[src/rtl/ps2_keyboard_decoder.sv]
// -----------------------------------------------------------------------------
// ps2_keyboard_decoder
//
// Receives PS/2 set-2 scan-code frames from a keyboard and keeps a Hack
// keycode of the key currently held, 0 when nothing is held.
//
// Ports
//   clk          system clock
//   reset_n      asynchronous active-low reset
//   ps2_clk      raw PS/2 clock from the pad (asynchronous to clk)
//   ps2_data     raw PS/2 data from the pad (asynchronous to clk)
//   keycode      registered Hack keycode of the held key, 0 when none
//   frame_error  one-cycle pulse when a frame is discarded (parity, stop
//                bit or inter-edge timeout)
//
// Parameter
//   TIMEOUT_CYCLES  maximum clk cycles between PS/2 falling edges inside
//                   one frame before the partial frame is abandoned (>= 2)
// -----------------------------------------------------------------------------
module ps2_keyboard_decoder #(
    parameter int TIMEOUT_CYCLES = 100000
) (
    input  logic       clk,
    input  logic       reset_n,
    input  logic       ps2_clk,
    input  logic       ps2_data,
    output logic [7:0] keycode,
    output logic       frame_error
);

    localparam int TO_W = $clog2(TIMEOUT_CYCLES + 1);
    localparam logic [TO_W-1:0] TO_LAST = TO_W'(TIMEOUT_CYCLES - 1);

    typedef enum logic [0:0] {
        IDLE = 1'b0,
        RECV = 1'b1
    } state_t;

    // Odd parity over data plus parity bit: the total number of ones is odd.
    function automatic logic parity_ok(input logic [7:0] data, input logic par);
        return ^{data, par};
    endfunction

    // Set-2 scan code (with E0 extension flag) to Hack keycode; 0 = unmapped.
    function automatic logic [7:0] map_key(input logic ext, input logic [7:0] code);
        logic [7:0] k;
        k = 8'd0;
        case ({ext, code})
            // letters A..Z
            9'h01C: k = 8'd65;   9'h032: k = 8'd66;   9'h021: k = 8'd67;
            9'h023: k = 8'd68;   9'h024: k = 8'd69;   9'h02B: k = 8'd70;
            9'h034: k = 8'd71;   9'h033: k = 8'd72;   9'h043: k = 8'd73;
            9'h03B: k = 8'd74;   9'h042: k = 8'd75;   9'h04B: k = 8'd76;
            9'h03A: k = 8'd77;   9'h031: k = 8'd78;   9'h044: k = 8'd79;
            9'h04D: k = 8'd80;   9'h015: k = 8'd81;   9'h02D: k = 8'd82;
            9'h01B: k = 8'd83;   9'h02C: k = 8'd84;   9'h03C: k = 8'd85;
            9'h02A: k = 8'd86;   9'h01D: k = 8'd87;   9'h022: k = 8'd88;
            9'h035: k = 8'd89;   9'h01A: k = 8'd90;
            // digits 0..9
            9'h045: k = 8'd48;   9'h016: k = 8'd49;   9'h01E: k = 8'd50;
            9'h026: k = 8'd51;   9'h025: k = 8'd52;   9'h02E: k = 8'd53;
            9'h036: k = 8'd54;   9'h03D: k = 8'd55;   9'h03E: k = 8'd56;
            9'h046: k = 8'd57;
            // space, enter, backspace, escape
            9'h029: k = 8'd32;   9'h05A: k = 8'd128;  9'h066: k = 8'd129;
            9'h076: k = 8'd140;
            // extended navigation keys
            9'h16B: k = 8'd130;  9'h175: k = 8'd131;  9'h174: k = 8'd132;
            9'h172: k = 8'd133;  9'h16C: k = 8'd134;  9'h169: k = 8'd135;
            9'h17D: k = 8'd136;  9'h17A: k = 8'd137;  9'h170: k = 8'd138;
            9'h171: k = 8'd139;
            // F1..F12
            9'h005: k = 8'd141;  9'h006: k = 8'd142;  9'h004: k = 8'd143;
            9'h00C: k = 8'd144;  9'h003: k = 8'd145;  9'h00B: k = 8'd146;
            9'h083: k = 8'd147;  9'h00A: k = 8'd148;  9'h001: k = 8'd149;
            9'h009: k = 8'd150;  9'h078: k = 8'd151;  9'h007: k = 8'd152;
            default: k = 8'd0;
        endcase
        return k;
    endfunction

    logic            ps2_clk_meta_r;
    logic            ps2_clk_sync_r;
    logic            ps2_clk_prev_r;
    logic            ps2_data_meta_r;
    logic            ps2_data_sync_r;
    logic            fall_s;
    logic            data_s;

    state_t          state_r;
    logic [3:0]      bit_cnt_r;
    logic [7:0]      shift_r;
    logic            parity_r;
    logic [TO_W-1:0] timeout_r;
    logic            byte_valid_r;
    logic            timeout_hit_r;
    logic            frame_error_r;

    logic            ext_r;
    logic            brk_r;
    logic [7:0]      keycode_r;
    logic [7:0]      map_s;

    // Two-flop synchronizers plus the previous-clock flop for edge detection.
    // All idle high so that reset release never looks like a falling edge.
    always_ff @(posedge clk or negedge reset_n) begin
        if (!reset_n) begin
            ps2_clk_meta_r  <= 1'b1;
            ps2_clk_sync_r  <= 1'b1;
            ps2_clk_prev_r  <= 1'b1;
            ps2_data_meta_r <= 1'b1;
            ps2_data_sync_r <= 1'b1;
        end else begin
            ps2_clk_meta_r  <= ps2_clk;
            ps2_clk_sync_r  <= ps2_clk_meta_r;
            ps2_clk_prev_r  <= ps2_clk_sync_r;
            ps2_data_meta_r <= ps2_data;
            ps2_data_sync_r <= ps2_data_meta_r;
        end
    end

    // Falling edge of the synchronized PS/2 clock; data is sampled alongside.
    always_comb begin
        fall_s = ps2_clk_prev_r & ~ps2_clk_sync_r;
        data_s = ps2_data_sync_r;
    end

    // Frame receiver: start bit, 8 data bits LSB first, parity, stop.
    // bit_cnt_r counts bits after the start bit: 0..7 data, 8 parity, 9 stop.
    always_ff @(posedge clk or negedge reset_n) begin
        if (!reset_n) begin
            state_r       <= IDLE;
            bit_cnt_r     <= 4'd0;
            shift_r       <= 8'd0;
            parity_r      <= 1'b0;
            timeout_r     <= '0;
            byte_valid_r  <= 1'b0;
            timeout_hit_r <= 1'b0;
            frame_error_r <= 1'b0;
        end else begin
            byte_valid_r  <= 1'b0;
            timeout_hit_r <= 1'b0;
            frame_error_r <= 1'b0;
            case (state_r)
                IDLE: begin
                    bit_cnt_r <= 4'd0;
                    timeout_r <= '0;
                    if (fall_s && !data_s) begin
                        state_r <= RECV;
                    end
                end
                RECV: begin
                    if (fall_s) begin
                        timeout_r <= '0;
                        bit_cnt_r <= bit_cnt_r + 4'd1;
                        if (bit_cnt_r < 4'd8) begin
                            shift_r <= {data_s, shift_r[7:1]};
                        end else if (bit_cnt_r == 4'd8) begin
                            parity_r <= data_s;
                        end else begin
                            // Stop bit: shift_r is held until the next frame's
                            // first data bit, so the decoder reads it directly.
                            state_r   <= IDLE;
                            bit_cnt_r <= 4'd0;
                            if (parity_ok(shift_r, parity_r) && data_s) begin
                                byte_valid_r <= 1'b1;
                            end else begin
                                frame_error_r <= 1'b1;
                            end
                        end
                    end else if (timeout_r == TO_LAST) begin
                        state_r       <= IDLE;
                        bit_cnt_r     <= 4'd0;
                        timeout_r     <= '0;
                        timeout_hit_r <= 1'b1;
                        frame_error_r <= 1'b1;
                    end else begin
                        timeout_r <= timeout_r + TO_W'(1);
                    end
                end
                default: begin
                    state_r <= IDLE;
                end
            endcase
        end
    end

    // Combinational lookup of the received code byte.
    always_comb begin
        map_s = map_key(ext_r, shift_r);
    end

    // Prefix tracking and keycode update, one cycle after a byte is accepted.
    always_ff @(posedge clk or negedge reset_n) begin
        if (!reset_n) begin
            ext_r     <= 1'b0;
            brk_r     <= 1'b0;
            keycode_r <= 8'd0;
        end else begin
            if (byte_valid_r) begin
                if (shift_r == 8'hE0) begin
                    ext_r <= 1'b1;
                end else if (shift_r == 8'hF0) begin
                    brk_r <= 1'b1;
                end else begin
                    ext_r <= 1'b0;
                    brk_r <= 1'b0;
                    if (!brk_r) begin
                        // Make: last-pressed key wins, repeats rewrite it.
                        if (map_s != 8'd0) begin
                            keycode_r <= map_s;
                        end
                    end else if ((map_s != 8'd0) && (map_s == keycode_r)) begin
                        // Break only releases the key that is shown.
                        keycode_r <= 8'd0;
                    end
                end
            end else if (timeout_hit_r) begin
                ext_r <= 1'b0;
                brk_r <= 1'b0;
            end
        end
    end

    assign keycode     = keycode_r;
    assign frame_error = frame_error_r;

endmodule
[config.mk]
export PLATFORM = sky130hd
export DESIGN_NAME = ps2_keyboard_decoder
export DESIGN_NICKNAME = d
export VERILOG_FILES = /design/src/rtl/ps2_keyboard_decoder.sv
export SDC_FILE = /design/constraint.sdc
export NUM_CORES = 1
export LEC_CHECK = 0
export ABC_CLOCK_PERIOD_IN_PS = 2600
export CORE_MARGIN = 2
export CORE_UTILIZATION = 30
export CTS_CLUSTER_SIZE = 28
export DETAILED_ROUTE_END_ITERATION = 12
export GPL_TIMING_DRIVEN = 1
export SYNTH_ARGS = -nofsm -noshare
export SYNTH_HDL_FRONTEND = slang
export SYNTH_SLANG_ARGS = --single-unit
[constraint.sdc]
create_clock -name clk -period 2.6 [get_ports clk]
set_clock_uncertainty 0.05 [all_clocks]
set_input_delay 0.78 -clock clk [delete_from_list [all_inputs] [get_ports clk]]
set_output_delay 0.78 -clock clk [all_outputs]
set_load 0.02 [all_outputs]
# == Yosys cells after proc, flatten, opt, wreduce, memory -nomap -nowiden ==
# Cells that the tools add are included.
# classes
eq_ne,71
order_cmp,1
n_bitwise,6
muxes,38
reduce_logical,13
n_addsub,2
# op_table
cell,count
$pmux W8 S62,1
$eq A9 B6 Y1 const B,23
$eq A9 B7 Y1 const B,11
$eq A9 B9 Y1 const B,10
$eq A9 B5 Y1 const B,7
$eq A9 B3 Y1 const B,4
$eq A9 B4 Y1 const B,4
$mux W17,2
$pmux W17 S2,1
$mux W1,25
$mux W8,3
$add A17 B1 Y17 const B,1
$eq A17 B17 Y1 const B,1
$eq A8 B8 Y1 const B,2
$mux W4,4
$eq A9 B1 Y1 const B,1
$eq A9 B2 Y1 const B,1
$eq A9 B8 Y1 const B,1
$reduce_xor A9 Y1,1
$eq A8 B8 Y1,1
$pmux W4 S2,1
$reduce_bool A8 Y1,1
$not A1 Y1,5
$reduce_and A5 Y1,1
other kinds (15),19
# totals
out_inout_bits,9
input_bits,4
elab_cells,147
register_bits,49

# == Depth between registers and ports, before layout ==
# Gate-level depths: netlist of run 1.
# depth
ltp_word,7
depth_mapped,11
depth_no_buf,8

# == Worst setup path after synthesis of run 1 ==
# Ideal clock, no wire load.
# synth_path
kind,register -> register
start,register shift_r[4]
end,register keycode_r[7] (netlist: keycode[7])
setup_ps,136
path_stages_with_launch,10
period_less_slack_ps,2591
arrival_time_ps,2405
n_path_buf,1
setup_slack_ps,9
required_ps,2414
cell_sequence,dfrtp_1 buf_6 and3b_1 o211ai_2 nor3_1 or4_4 a2111o_1 xor2_2 a222oi_1 o21ai_1
# synth_via
elab_chain_cells,6
elab_cells_between_ends,75
cone_classes,eq/ne: 66; mux: 3; bitwise: 2; reduce/logical: 4
# synth_rtl
item,line,rtl
start: declaration,92,logic [7:0] shift_r;
start signal: assignment,157,"shift_r <= {data_s, shift_r[7:1]};"
"$eq A9 B3 Y1, or another cell as far along",48,"case ({ext, code})"
$pmux W8 S62,48,
$eq A8 B8 Y1 or $reduce_bool A8 Y1 (tied branches),"213, 210",
$logic_and A1 B1 Y1,213,end else if ((map_s != 8'd0) && (map_s == keycode_r)) begin
$ne A2 B1 Y1 (no source line),n/a,
$reduce_and A5 Y1 (no source line),n/a,
end signal: assignment,211,keycode_r <= map_s;
end: declaration,101,logic [7:0] keycode_r;
# Parallel ways exist; a longest one is shown, timed or not. The select of a mux whose other input is x is not followed.
# A chain may end at the register's enable or synchronous reset.

# == Final worst setup path of run 1 ==
# layout_path
start,register shift_r[4]
end,register keycode_r[2] (netlist: keycode[2])
# The elaborated chain is that of the path after synthesis.

==> results of run 1 <==
## cell usage in the layout, fill, tap and decap left out, types with 6 or more instances in the layout
cell type and count:
a21oi_1 15, and2_1 9, buf_4 124, buf_6 9, clkdlybuf4s50_1 11, dfrtp_1 36
dfrtp_2 8, inv_1 12, nand2_1 38, nand2b_1 8, nand3_1 20, nand3b_1 7
nand4_1 9, nand4b_1 7, nor2_1 38, nor2b_1 6, nor3_1 17, nor4_1 12
o21ai_0 20, o21ai_1 8, or2_2 7, or3_1 6, xnor2_1 12, xor2_1 9
## worst max-delay path: cells and delay by family (launching register included)
kind	cells	cell delay, ns
flops	1	0.47
simple gates	3	0.73
compound gates	5	1.17
buf+inv	2	0.31
## per-stage QoR
step / cell area, um^2 / setup TNS, ns / worst slack [ns] / std cells / utilization, %
floorplan: 3810 / 0 / 0.00899 / 461 / -
global placement: 4800 / -2.31 / -0.307 / 724 / 38.3
detailed placement: 4800 / -2.54 / -0.354 / 724 / 38.3
CTS: 5260 / -1.25 / -0.180 / 745 / 42.0
global route: 5460 / -2.76 / -0.367 / 757 / 43.6
finish: 5460 / -1.77 / -0.246 / 757 / 43.6
## what timing repair did
| item | 4_1_cts | 5_1_grt |
|---|---|---|
| pin swaps | 28 | 9 |
| resized for setup | 45 | 26 |
| hold endpoints to repair | 0 | 0 |
| hold buffers | 0 | 0 |
| endpoints found under the setup margin | 8 | 8 |
| setup buffers | 16 | 12 |
## final cells by class
cell class	instances	area share [%]
timing repair buffer	149	22.2
clock buffer	5	2.29
sequential	49	22.7
inverter	13	0.893
clock inverter	3	0.847
tap	172	3.94
multi-input combinational	366	47.0
## path summary, 6_finish.rpt
path | slack [ns] | depth (start not counted) | start | to
min in group asynchronous | 0.53 | 2 | reset_n | timeout_r[16]
max reg2reg | -0.25 | 10 | shift_r[4] | keycode[2]
min reg2reg | 0.31 | 0 | ps2_clk_meta_r | ps2_clk_sync_r
max | -0.25 | 10 | shift_r[4] | keycode[2]
max in group asynchronous | 1.51 | 2 | reset_n | shift_r[6]
min | 0.31 | 0 | ps2_clk_meta_r | ps2_clk_sync_r
## report_power, final
| group | leakage, nW | internal, mW | total [mW] | switching (mW) |
|---|---|---|---|---|
| Clock | 0.0800 | 0.455 | 0.743 | 0.288 |
| Sequential | 0.644 | 0.850 | 1.02 | 0.171 |
| Combinational | 1.62 | 1.66 | 3.31 | 1.65 |
## sequential cells by signal, indices dropped and copies added (netlist names), 4 cells and up
register   cells
bit_cnt_r      4
keycode        8
shift_r        8
timeout_r     17
## metal layers
metal / track usage (%) / wire length, um / share of wire, % / vias up
li1: - / - / - / 1948
met2: 32.2 / 6220 / 49 / 146
met4: 6.67 / 514 / 4.0 / 0
met1: 24.3 / 5360 / 42 / 1965
met5: 0 / 0 / 0 / -
met3: 2.91 / 648 / 5.1 / 47
## cell families (layout without fill, tap and decap cells)
kind of cell    count (synthesis)  in the layout  share of synthesized area [%]
compound gates                107            107                           19.9
xor+xnor                       22             22                           5.26
fa+ha+maj                       3              3                          0.986
buf+inv                        46            170                           6.01
flops                          49             49                           32.4
mux                             8              8                           2.27
simple gates                  226            226                           33.2
==> impl_metrics.ini, run 1 <==
[floorplanning]
chipWidth_um = 117
core_um2 = 12500
initial_utilization_pct = 30.4
die-height_um = 117
die-area_um2 = 13600
design.portCount = 13
num_rows = 41

[detailed_routing]
drt-vias-per-instance = 5.42
detailroute.via_count = 4106
drtIter0Drc = 369
totalWireLength_mm = 12.8
routedWlPerCell_um = 16.8
drt-pass1-iter-count = 7
drt.antenna.violating_nets = 0
drc = 0

[layout]
area_delta_synth_final_pct = 43.4
net_total_in_the_final_layout = 591
area_occupied_by_multi_input_gates_um2 = 2570
number_of_fill_cells_in_the_layout = 1238
num_antenna_cells = 0
layout-drive-gt1-share_pct = 36.6
area.sequential_um2 = 1240

[placement]
numPortBuffers = 12
globalplace.congestion = 1.07
dp_hpwl_mm = 9.24

[global_routing]
grt_start_max_net_pins = 50
grt_first_pass_wirelength_mm = 20.4
grt_pass1_vias = 4052
gr-total-overflow = 0
antenna_found_initial = 0
grt_util_all_layers_pct = 18.9

[synthesis]
synth-async-reset-ratio_pct = 100
syn-instance-count = 461
synth.cell_area_um2 = 3810
syn_nets = 468
synth_seq_area_share_pct = 32.4
ys_warn_count = 0
synth-edff-count = 0
yosys.cell_types.count = 74
synth-main-ff-cell = dfrtp_1
synth_area_per_cell_um2 = 8.26
netlist.top_cell.by_area = dfrtp_1
post_synth_main_area_contributors = dfrtp_1, nand2_1, nor2_1, dfstp_2, o21ai_0
post-synth-top-count-cell = dfrtp_1
postSynthRegisterBits = 49
synth_top_area_share_pct = 28.9
post_synth_most_frequent_cells = dfrtp_1, nand2_1, nor2_1

[sta]
layout_setup_ws_ns = -0.246
hold_viol_final = 0
timing.final.crit_period_ns = 2.85
number_of_pins_with_negative_max_slew_slack_in_the_final_report = 0
achievable-frequency_mhz = 351
tcrit_tclk_final_pct = 109
worst_hold_slack_ns = 0.306
relSlewSlack_pct = 59.1
timing.final.setup_violations = 8
rsz_0062_raised_after_global_routing = true
worst_slew_pin_slew_ns = 0.614

[clocking]
tritoncts = done
cts.path.max_buffers = 2
path_clk_slew_ns = 0.07
htreeDepth = 2
clock-sinks = 49
cts_root_buffer = clkbuf_16
clk_lat_worst_skew_ns = 0.29
cts-buffers-inserted = 5

[worst_setup_path]
path_type_of_the_worst_setup_path = flip-flop to flip-flop
worst-path-max-fanout = 8
critical_path_required_ns = 2.71
cp-start-kind = flip-flop
slowest_stage = dfrtp_2
critical-path-max-stage-delay_ns = 0.47
cp_cell_sequence = buf_6 -> and4b_1 -> o211ai_1 -> o311ai_4 -> a21o_1 -> o41ai_2 -> nand4_1 -> nor4_4 -> buf_6 -> o211ai_1
critical_path_arrival_ns = 2.95
worstSetupEndpointType = flip-flop

[hold_path]
hold_path.class = flip-flop to flip-flop

[power_and_ir_drop]
finalPower_mw = 5.08
power-per-cell-area_nw_per_um2 = 929
power_leakage_nw = 2.34
power.ir.vdd_worst_mv = 0.360

[status]
outcome = complete, but fails checks
violations_in_the_final_reports = setup timing

[run]
drv_cap = 0
Note: power is estimated with default switching activity, not from simulation.
==> inputs of run 2 (changes only) <==
Settings changed: ABC_AREA set to 0, CAP_MARGIN set to 20, CTS_BUF_LIST set to sky130_fd_sc_hd__clkbuf_8.
==> impl_metrics.ini, run 2 (synthesis results as in run 1) <==
[status]
outcome = complete, but fails checks
violations_in_the_final_reports = setup timing

[sta]
rsz_0062_raised_after_global_routing = true
layout_setup_ws_ns = -0.259
worst_slew_pin_slew_ns = 0.613
timing.final.crit_period_ns = 2.86
tcrit_tclk_final_pct = 110
hold_viol_final = 0
timing.final.setup_violations = 8
achievable-frequency_mhz = 350
number_of_pins_with_negative_max_slew_slack_in_the_final_report = 0
relSlewSlack_pct = 59.2

[layout]
registers.top_by_ff_count = timeout_r
net_total_in_the_final_layout = 584
area_delta_synth_final_pct = 40.1
number_of_fill_cells_in_the_layout = 1261
num_antenna_cells = 0
design_area_um2 = 5340
area_occupied_by_multi_input_gates_um2 = 2560
layout-drive-gt1-share_pct = 35.6
area.sequential_um2 = 1240
mostFrequentLayoutCells = buf_4, nand2_1, nor2_1
mostFrequentLayoutCell = buf_4
largest_reg_flops = 17
finish.utilization_pct = 42.6

[global_routing]
antenna_found_initial = 0
grt_first_pass_wirelength_mm = 20.4
grt_start_max_net_pins = 50
gr-total-overflow = 0
grt_pass1_vias = 4055
grt_util_all_layers_pct = 18.9

[floorplanning]
die-area_um2 = 13600
core_um2 = 12500
initial_utilization_pct = 30.4
num_rows = 41
die-height_um = 117
design.portCount = 13
chipWidth_um = 117

[detailed_routing]
drtIter0Drc = 381
totalWireLength_mm = 12.6
routedWlPerCell_um = 16.8
drt-vias-per-instance = 5.48
drc = 0
drt.antenna.violating_nets = 0
detailroute.via_count = 4110
drt-pass1-iter-count = 7

[worst_setup_path]
setup.reg_to_reg.worst_slack_ns = -0.26
cp-start-kind = flip-flop
critical_path_required_ns = 2.73
path_type_of_the_worst_setup_path = flip-flop to flip-flop
critical_path_arrival_ns = 2.99
worst-path-max-fanout = 9
worstSetupEndpointType = flip-flop

[placement]
dp_hpwl_mm = 9.24
numPortBuffers = 12
globalplace.congestion = 1.07
placedInstanceArea_um2 = 4800

[hold_path]
hold_path.class = flip-flop to flip-flop

[clocking]
cts.path.max_buffers = 2
cts_root_buffer = clkbuf_8
tritoncts = done
clk_lat_worst_skew_ns = 0.31
path_clk_slew_ns = 0.09
clock-sinks = 49
post_cts_hold_buffer_count = 0
htreeDepth = 2
cts-buffers-inserted = 5

[run]
drv_cap = 0

[power_and_ir_drop]
power_leakage_nw = 2.27
power-per-cell-area_nw_per_um2 = 904
power.ir.vdd_worst_mv = 0.372
## run 2: per-stage QoR
step	worst slack, ns	TNS (ns)	std cells	total power, mW	hold WS (ns)
global placement	-0.307	-2.31	724	3.72	0.296
CTS	-0.179	-1.23	744	4.60	0.311
floorplan	0.00899	0	461	2.47	0.295
detailed placement	-0.354	-2.54	724	3.71	0.297
global route	-0.378	-2.78	750	5.11	0.319
finish	-0.259	-1.86	750	4.82	0.306
## run 2: final timing paths
kind                                 start       endpoint  depth (start not counted)
hold / removal             ps2_data_meta_r         data_s                          0
min in group asynchronous          reset_n  timeout_r[16]                          2
max in group asynchronous          reset_n     shift_r[5]                          2
setup / recovery                shift_r[2]     keycode[6]                          8
hold reg to reg            ps2_data_meta_r         data_s                          0
setup reg to reg                shift_r[2]     keycode[6]                          8
## run 2: where the power goes
part	internal, mW	leakage [nW]	switching (mW)
logic	1.61	1.57	1.63
clock network	0.288	0.0543	0.265
registers	0.850	0.644	0.180
total	2.75	2.27	2.07
## run 2: cell type report
| type | count | area share [%] |
|---|---|---|
| flip-flops and latches | 49 | 23.3 |
| clock inverters | 3 | 0.868 |
| inverters | 13 | 0.915 |
| well taps | 172 | 4.03 |
| multi-input cells | 366 | 48.0 |
| repair buffers | 142 | 21.6 |
| clock buffers | 5 | 1.29 |
## run 2: layer usage
layer  wire [um]  up-vias  share of wire, %  track usage [%]
met5           0        -                 0                0
met4         592        0               4.7             8.08
met3         582       51               4.6             2.65
met2        6150      144                49             31.9
met1        5270     1974                42             24.2
li1            -     1941                 -                -
## run 2: worst max-delay path, stage by stage (launching register included)
cell and delay (ns):
dfrtp_2 0.47, buf_4 0.19, nand2b_1 0.24, nor4_1 0.13
or4_4 0.59, a2111o_1 0.41, xor2_4 0.22, a221oi_1 0.32
o31ai_2 0.12
## run 2: repair_timing
action | 4_1_cts | 5_1_grt
setup buffers | 15 | 6
gates cloned | 0 | 0
resized for setup | 48 | 18
pin swaps | 28 | 8
setup endpoints to repair | 8 | 8
hold endpoints to repair | 0 | 0
==> inputs of run 3 (changes only) <==
Settings changed: SETUP_SLACK_MARGIN set to 0.02.
==> impl_metrics.ini, run 3 (synthesis results as in run 1) <==
[global_routing]
grt_start_max_net_pins = 43
grt_util_all_layers_pct = 19.5
grt_pass1_vias = 4060
grt_first_pass_wirelength_mm = 20.9
grt.met2_usage_pct = 32.2
globalRoute.busiestLayer = met2
antenna_found_initial = 0
met3_usage_pct = 3.17
gr-total-overflow = 0
global_route.usage.met1_pct = 25.3

[status]
outcome = complete, but fails checks
violations_in_the_final_reports = setup timing

[detailed_routing]
drt-vias-per-instance = 5.34
drc = 0
drtIter0Drc = 280
routedWlPerCell_um = 16.8
drt.antenna.violating_nets = 0
drt-pass1-iter-count = 5
detailroute.via_count = 4023
totalWireLength_mm = 12.6

[sta]
worst_slew_pin_slew_ns = 0.488
timing.final.crit_period_ns = 2.82
relSlewSlack_pct = 67.1
worst_hold_slack_ns = 0.241
achievable-frequency_mhz = 354
timing.final.setup_violations = 8
layout_setup_ws_ns = -0.223
hold_viol_final = 0
rsz_0062_raised_after_global_routing = true
number_of_pins_with_negative_max_slew_slack_in_the_final_report = 0
tcrit_tclk_final_pct = 109

[floorplanning]
design.portCount = 13
initial_utilization_pct = 30.4
chipWidth_um = 117
core_um2 = 12500
die-height_um = 117
num_rows = 41
die-area_um2 = 13600

[placement]
pre_cts_slack_ns = -0.455
globalplace.congestion = 0.947
dp_hpwl_mm = 9.53
numPortBuffers = 12

[worst_setup_path]
reg2reg_from = shift_r[5]
worstSetupEndpointType = flip-flop
cp_num_buf_inv = 4
reg2reg_to = keycode[0]
path_type_of_the_worst_setup_path = flip-flop to flip-flop
critical-path-max-stage-delay_ns = 0.49
ff2ff_path_depth = 12
critical_path_required_ns = 2.74
setup.reg_to_reg.worst_slack_ns = -0.22
crit_family = simple AND/OR/NAND/NOR gates
critical_path_arrival_ns = 2.96
cp_cell_sequence = buf_12 -> or4_1 -> or3_4 -> buf_4 -> nand3_2 -> buf_4 -> nor3_4 -> nand3_1 -> nand4b_1 -> nor4_4 -> buf_6 -> o21ai_1
worst-path-max-fanout = 8
slowest_stage = or4_1
cp-start-kind = flip-flop
timing.critical_path.mode_cell = buf_4

[layout]
area_delta_synth_final_pct = 39.9
num_antenna_cells = 0
registers.top_by_ff_count = timeout_r
largest_reg_flops = 17
mostFrequentLayoutCell = buf_4
mostFrequentLayoutCells = buf_4, nand2_1, nor2_1, dfrtp_1, o21ai_0
finish.utilization_pct = 42.6
net_total_in_the_final_layout = 587
number_of_fill_cells_in_the_layout = 1265
layout-drive-gt1-share_pct = 35.1

[clocking]
cts_root_buffer = clkbuf_8
clk_lat_worst_skew_ns = 0.32
cts.path.max_buffers = 2
cts-buffers-inserted = 5
tritoncts = done
htreeDepth = 2
path_clk_slew_ns = 0.11
clock-sinks = 49
post_cts_hold_buffer_count = 0

[power_and_ir_drop]
power-per-cell-area_nw_per_um2 = 890
power.ir.vdd_worst_mv = 0.310
power_leakage_nw = 2.24

[run]
drv_cap = 0

[hold_path]
hold_path.class = input port to async pin
[run 3: cell types whose count changed in the layout (fill, tap and decap cells not counted), sizes merged]
cell      delta
buf          +3
bufinv       -1
clkinv       -1
clkinvlp     -1
inv          +3
[run 3: power by group]
group / internal, mW / switching (mW) / leakage, nW
Sequential: 0.845 / 0.136 / 0.647
Combinational: 1.65 / 1.62 / 1.54
Clock: 0.201 / 0.292 / 0.0495
Total: 2.70 / 2.05 / 2.24
[run 3: how the worst max path moves through the flow]
stage / startpoint / end / slack, ns / cells past startpoint
global route: shift_r[5] / keycode[1] / -0.34 / 10
CTS: shift_r[4] / keycode[0] / -0.19 / 12
global placement: shift_r[0] / keycode[0] / -0.43 / 8
detailed placement: shift_r[0] / keycode[1] / -0.45 / 8
finish: shift_r[5] / keycode[0] / -0.22 / 12
floorplan: shift_r[2] / keycode[2] / 0.07 / 8
[run 3: layout make-up]
type | instances | area (um^2) | share of cell area [%]
clock inverter | 3 | 26.3 | 0.493
multi-input combinational | 366 | 2510 | 47.1
timing repair buffer | 145 | 1220 | 22.9
inverter | 13 | 48.8 | 0.916
sequential | 49 | 1240 | 23.3
tap | 172 | 215 | 4.04
clock buffer | 5 | 68.8 | 1.29
[run 3: layer usage]
layer / vias up / wire [um]
li1: 1953 / -
met1: 1924 / 5600
met2: 112 / 6020
met3: 34 / 520
met4: 0 / 492
met5: - / 0
[run 3: stage by stage]
stage                     setup TNS (ns)  cells  power [mW]  area, um^2
after floorplan                        0    461        2.47        3810
after global placement             -3.13    727        3.83        4880
after detailed placement           -3.26    727        3.82        4880
after CTS                          -1.42    752        4.69        5290
after global routing               -2.50    753        5.04        5330
final                              -1.69    753        4.74        5330
[run 3: timing repair]
action | CTS | global route
setup endpoints to repair | 8 | 8
resized for setup | 43 | 5
pin swaps | 15 | 3
setup buffers | 18 | 1
==> variant, RTL diff (settings of run 1) <==
Set the parameter `TIMEOUT_CYCLES` to 50000 (it was 100000).
--- a/src/rtl/ps2_keyboard_decoder.sv
+++ b/src/rtl/ps2_keyboard_decoder.sv
@@ -19,5 +19,5 @@
 // -----------------------------------------------------------------------------
 module ps2_keyboard_decoder #(
-    parameter int TIMEOUT_CYCLES = 100000
+    parameter int TIMEOUT_CYCLES = 50000
 ) (
     input  logic       clk,
Check against the original RTL: same outputs for any inputs over 10 cycles, from zero or initial values and one cycle with reset_n low; that may be too few to reach the edited logic, so the function may still have changed.
==> variant against run 1 <==
- the run still ends with setup timing left
- wire length decreased by 2.4%
- total power rose by 1.5%
- area after synthesis is 0.95% higher
- synthesized cell count is 1.5% lower
- die area up 0.92%
- worst setup slack worse by 0.0024 ns
- clock power fell by 13%
- sequential cell count is 1 lower
- final cell count shrank 2.4%
- non-clock buffer count fell by 8
- largest cell class unchanged
- critical endpoint is now keycode[4]
- highest routed layer unchanged
- first-iteration DRC count decreased by 29%
- cell area increased by 1.5%
- largest power group unchanged
==> variant: results (changes against run 1) <==
end point of the critical path=keycode[4] (was keycode[2]); Clk pwr share=0.126 (was 0.146); number of global-route vias before repair=3768 (was 4052); Final Non-Filler Cells=739 (was 757); DP Area=4940 µm² (was 4800 µm²); share of cells above drive strength 1=0.381 (was 0.366); max reg flops=16 (was 17); top cells by area, synth=dfrtp_1, xnor2_1, nand2_1 (was dfrtp_1, nand2_1, nor2_1); DR iter-0 viols=263 (was 369); first-pass GRT wire length=19.7 mm (was 20.4 mm); # Post-CTS Setup Buffers=6 (was 16); HPWL Detailed=9.23 mm (was 9.24 mm); post-route worst setup slack=-0.249 ns (was -0.246 ns); Net Count, Synth=461 (was 468); Synth top cells by count=dfrtp_1, nand2_1, nor2_1, nand3_1, a21oi_1 (was dfrtp_1, nand2_1, nor2_1, o21ai_0, nor3_1); final WL=12.4 mm (was 12.8 mm); largest net degree at the start of global routing=49 (was 50); Finish-stage setup viols=8 (unchanged); Worst-path clk slew=0.06 ns; status=finished, violations left (unchanged); fin nets=573 (was 591); Netlist cell types=80 (was 74); P_clk=650 µW (was 743 µW); Syn Area/Cell=8.47 µm² (was 8.26 µm²); Vias/cell=5.37 (was 5.42); TritonRoute pass-1 iters=5 (was 7); Cells after DPL=711 (was 724); Post-CTS Resized=31 (was 45); FF-to-FF path depth=11 (was 10); Switching Share=0.416 (was 0.415); FF-to-FF Start=shift_r[1] (was shift_r[4]); Clock Latency Late Sink=0.29 ns (about the same); total track usage=0.184 (was 0.189); violated checks=setup timing (unchanged); Slew HR=0.639 (was 0.591); sequential area share after synthesis=0.314 (was 0.324); gp weighted congestion=0.996 (was 1.07)
-- variant: cell types whose count changed after synthesis, moves of 6 or more --
cell	delta
o21ai_0	-9
a21o_1	-6
o21ai_1	+6
and2_1	-8
xnor2_1	+6
and3_1	+7
nor3_1	-8
-- variant: per-layer routing --
metal,global-route usage,share of wire,up-vias
li1,-,-,1893
met4,0.0729,0.036,0
met2,0.288,0.46,113
met3,0.0386,0.046,38
met5,0,0,-
met1,0.248,0.46,1924
-- variant: logic make-up (layout without fill, tap and decap cells) --
kind of cell               after synthesis  after routing  synth area share
AOI/OAI and AO/OA                       91             91             0.158
xor gates and xnor gates                25             25            0.0569
adders and majority gates                4              4            0.0124
buffers and inverters                   49            162            0.0674
DFF                                     48             48             0.314
muxes                                   13             13            0.0358
and+or+nand+nor                        224            224             0.356
-- variant: metrics by stage --
stage	hold WS (ns)	setup slack [ns]	TNS (ns)
5_1_grt	0.311	-0.349	-2.63
6_report	0.307	-0.249	-1.93
3_3_place_gp	0.296	-0.428	-3.40
2_1_floorplan	0.295	-0.0481	-0.385
3_5_place_dp	0.297	-0.405	-3.18
4_1_cts	0.306	-0.243	-1.90
-- variant: critical path, cell delays in order, from the launching register on --
cell	delay, ns
dfrtp_2	0.43
buf_12	0.14
buf_6	0.11
nor2b_4	0.09
or4bb_1	0.50
a21oi_2	0.24
nor4_4	0.09
and3_1	0.17
or4_4	0.52
nor4_4	0.15
buf_6	0.17
o21ai_1	0.07
-- variant: layout make-up --
cell class / instances / area [µm²]
Fill cell: 1202 / 7020
Multi-Input combinational cell: 357 / 2690
Timing Repair Buffer: 141 / 1220
Sequential cell: 48 / 1220
Tap cell: 172 / 215
Clock buffer: 7 / 143
Inverter: 13 / 48.8
Clock inverter: 1 / 8.76
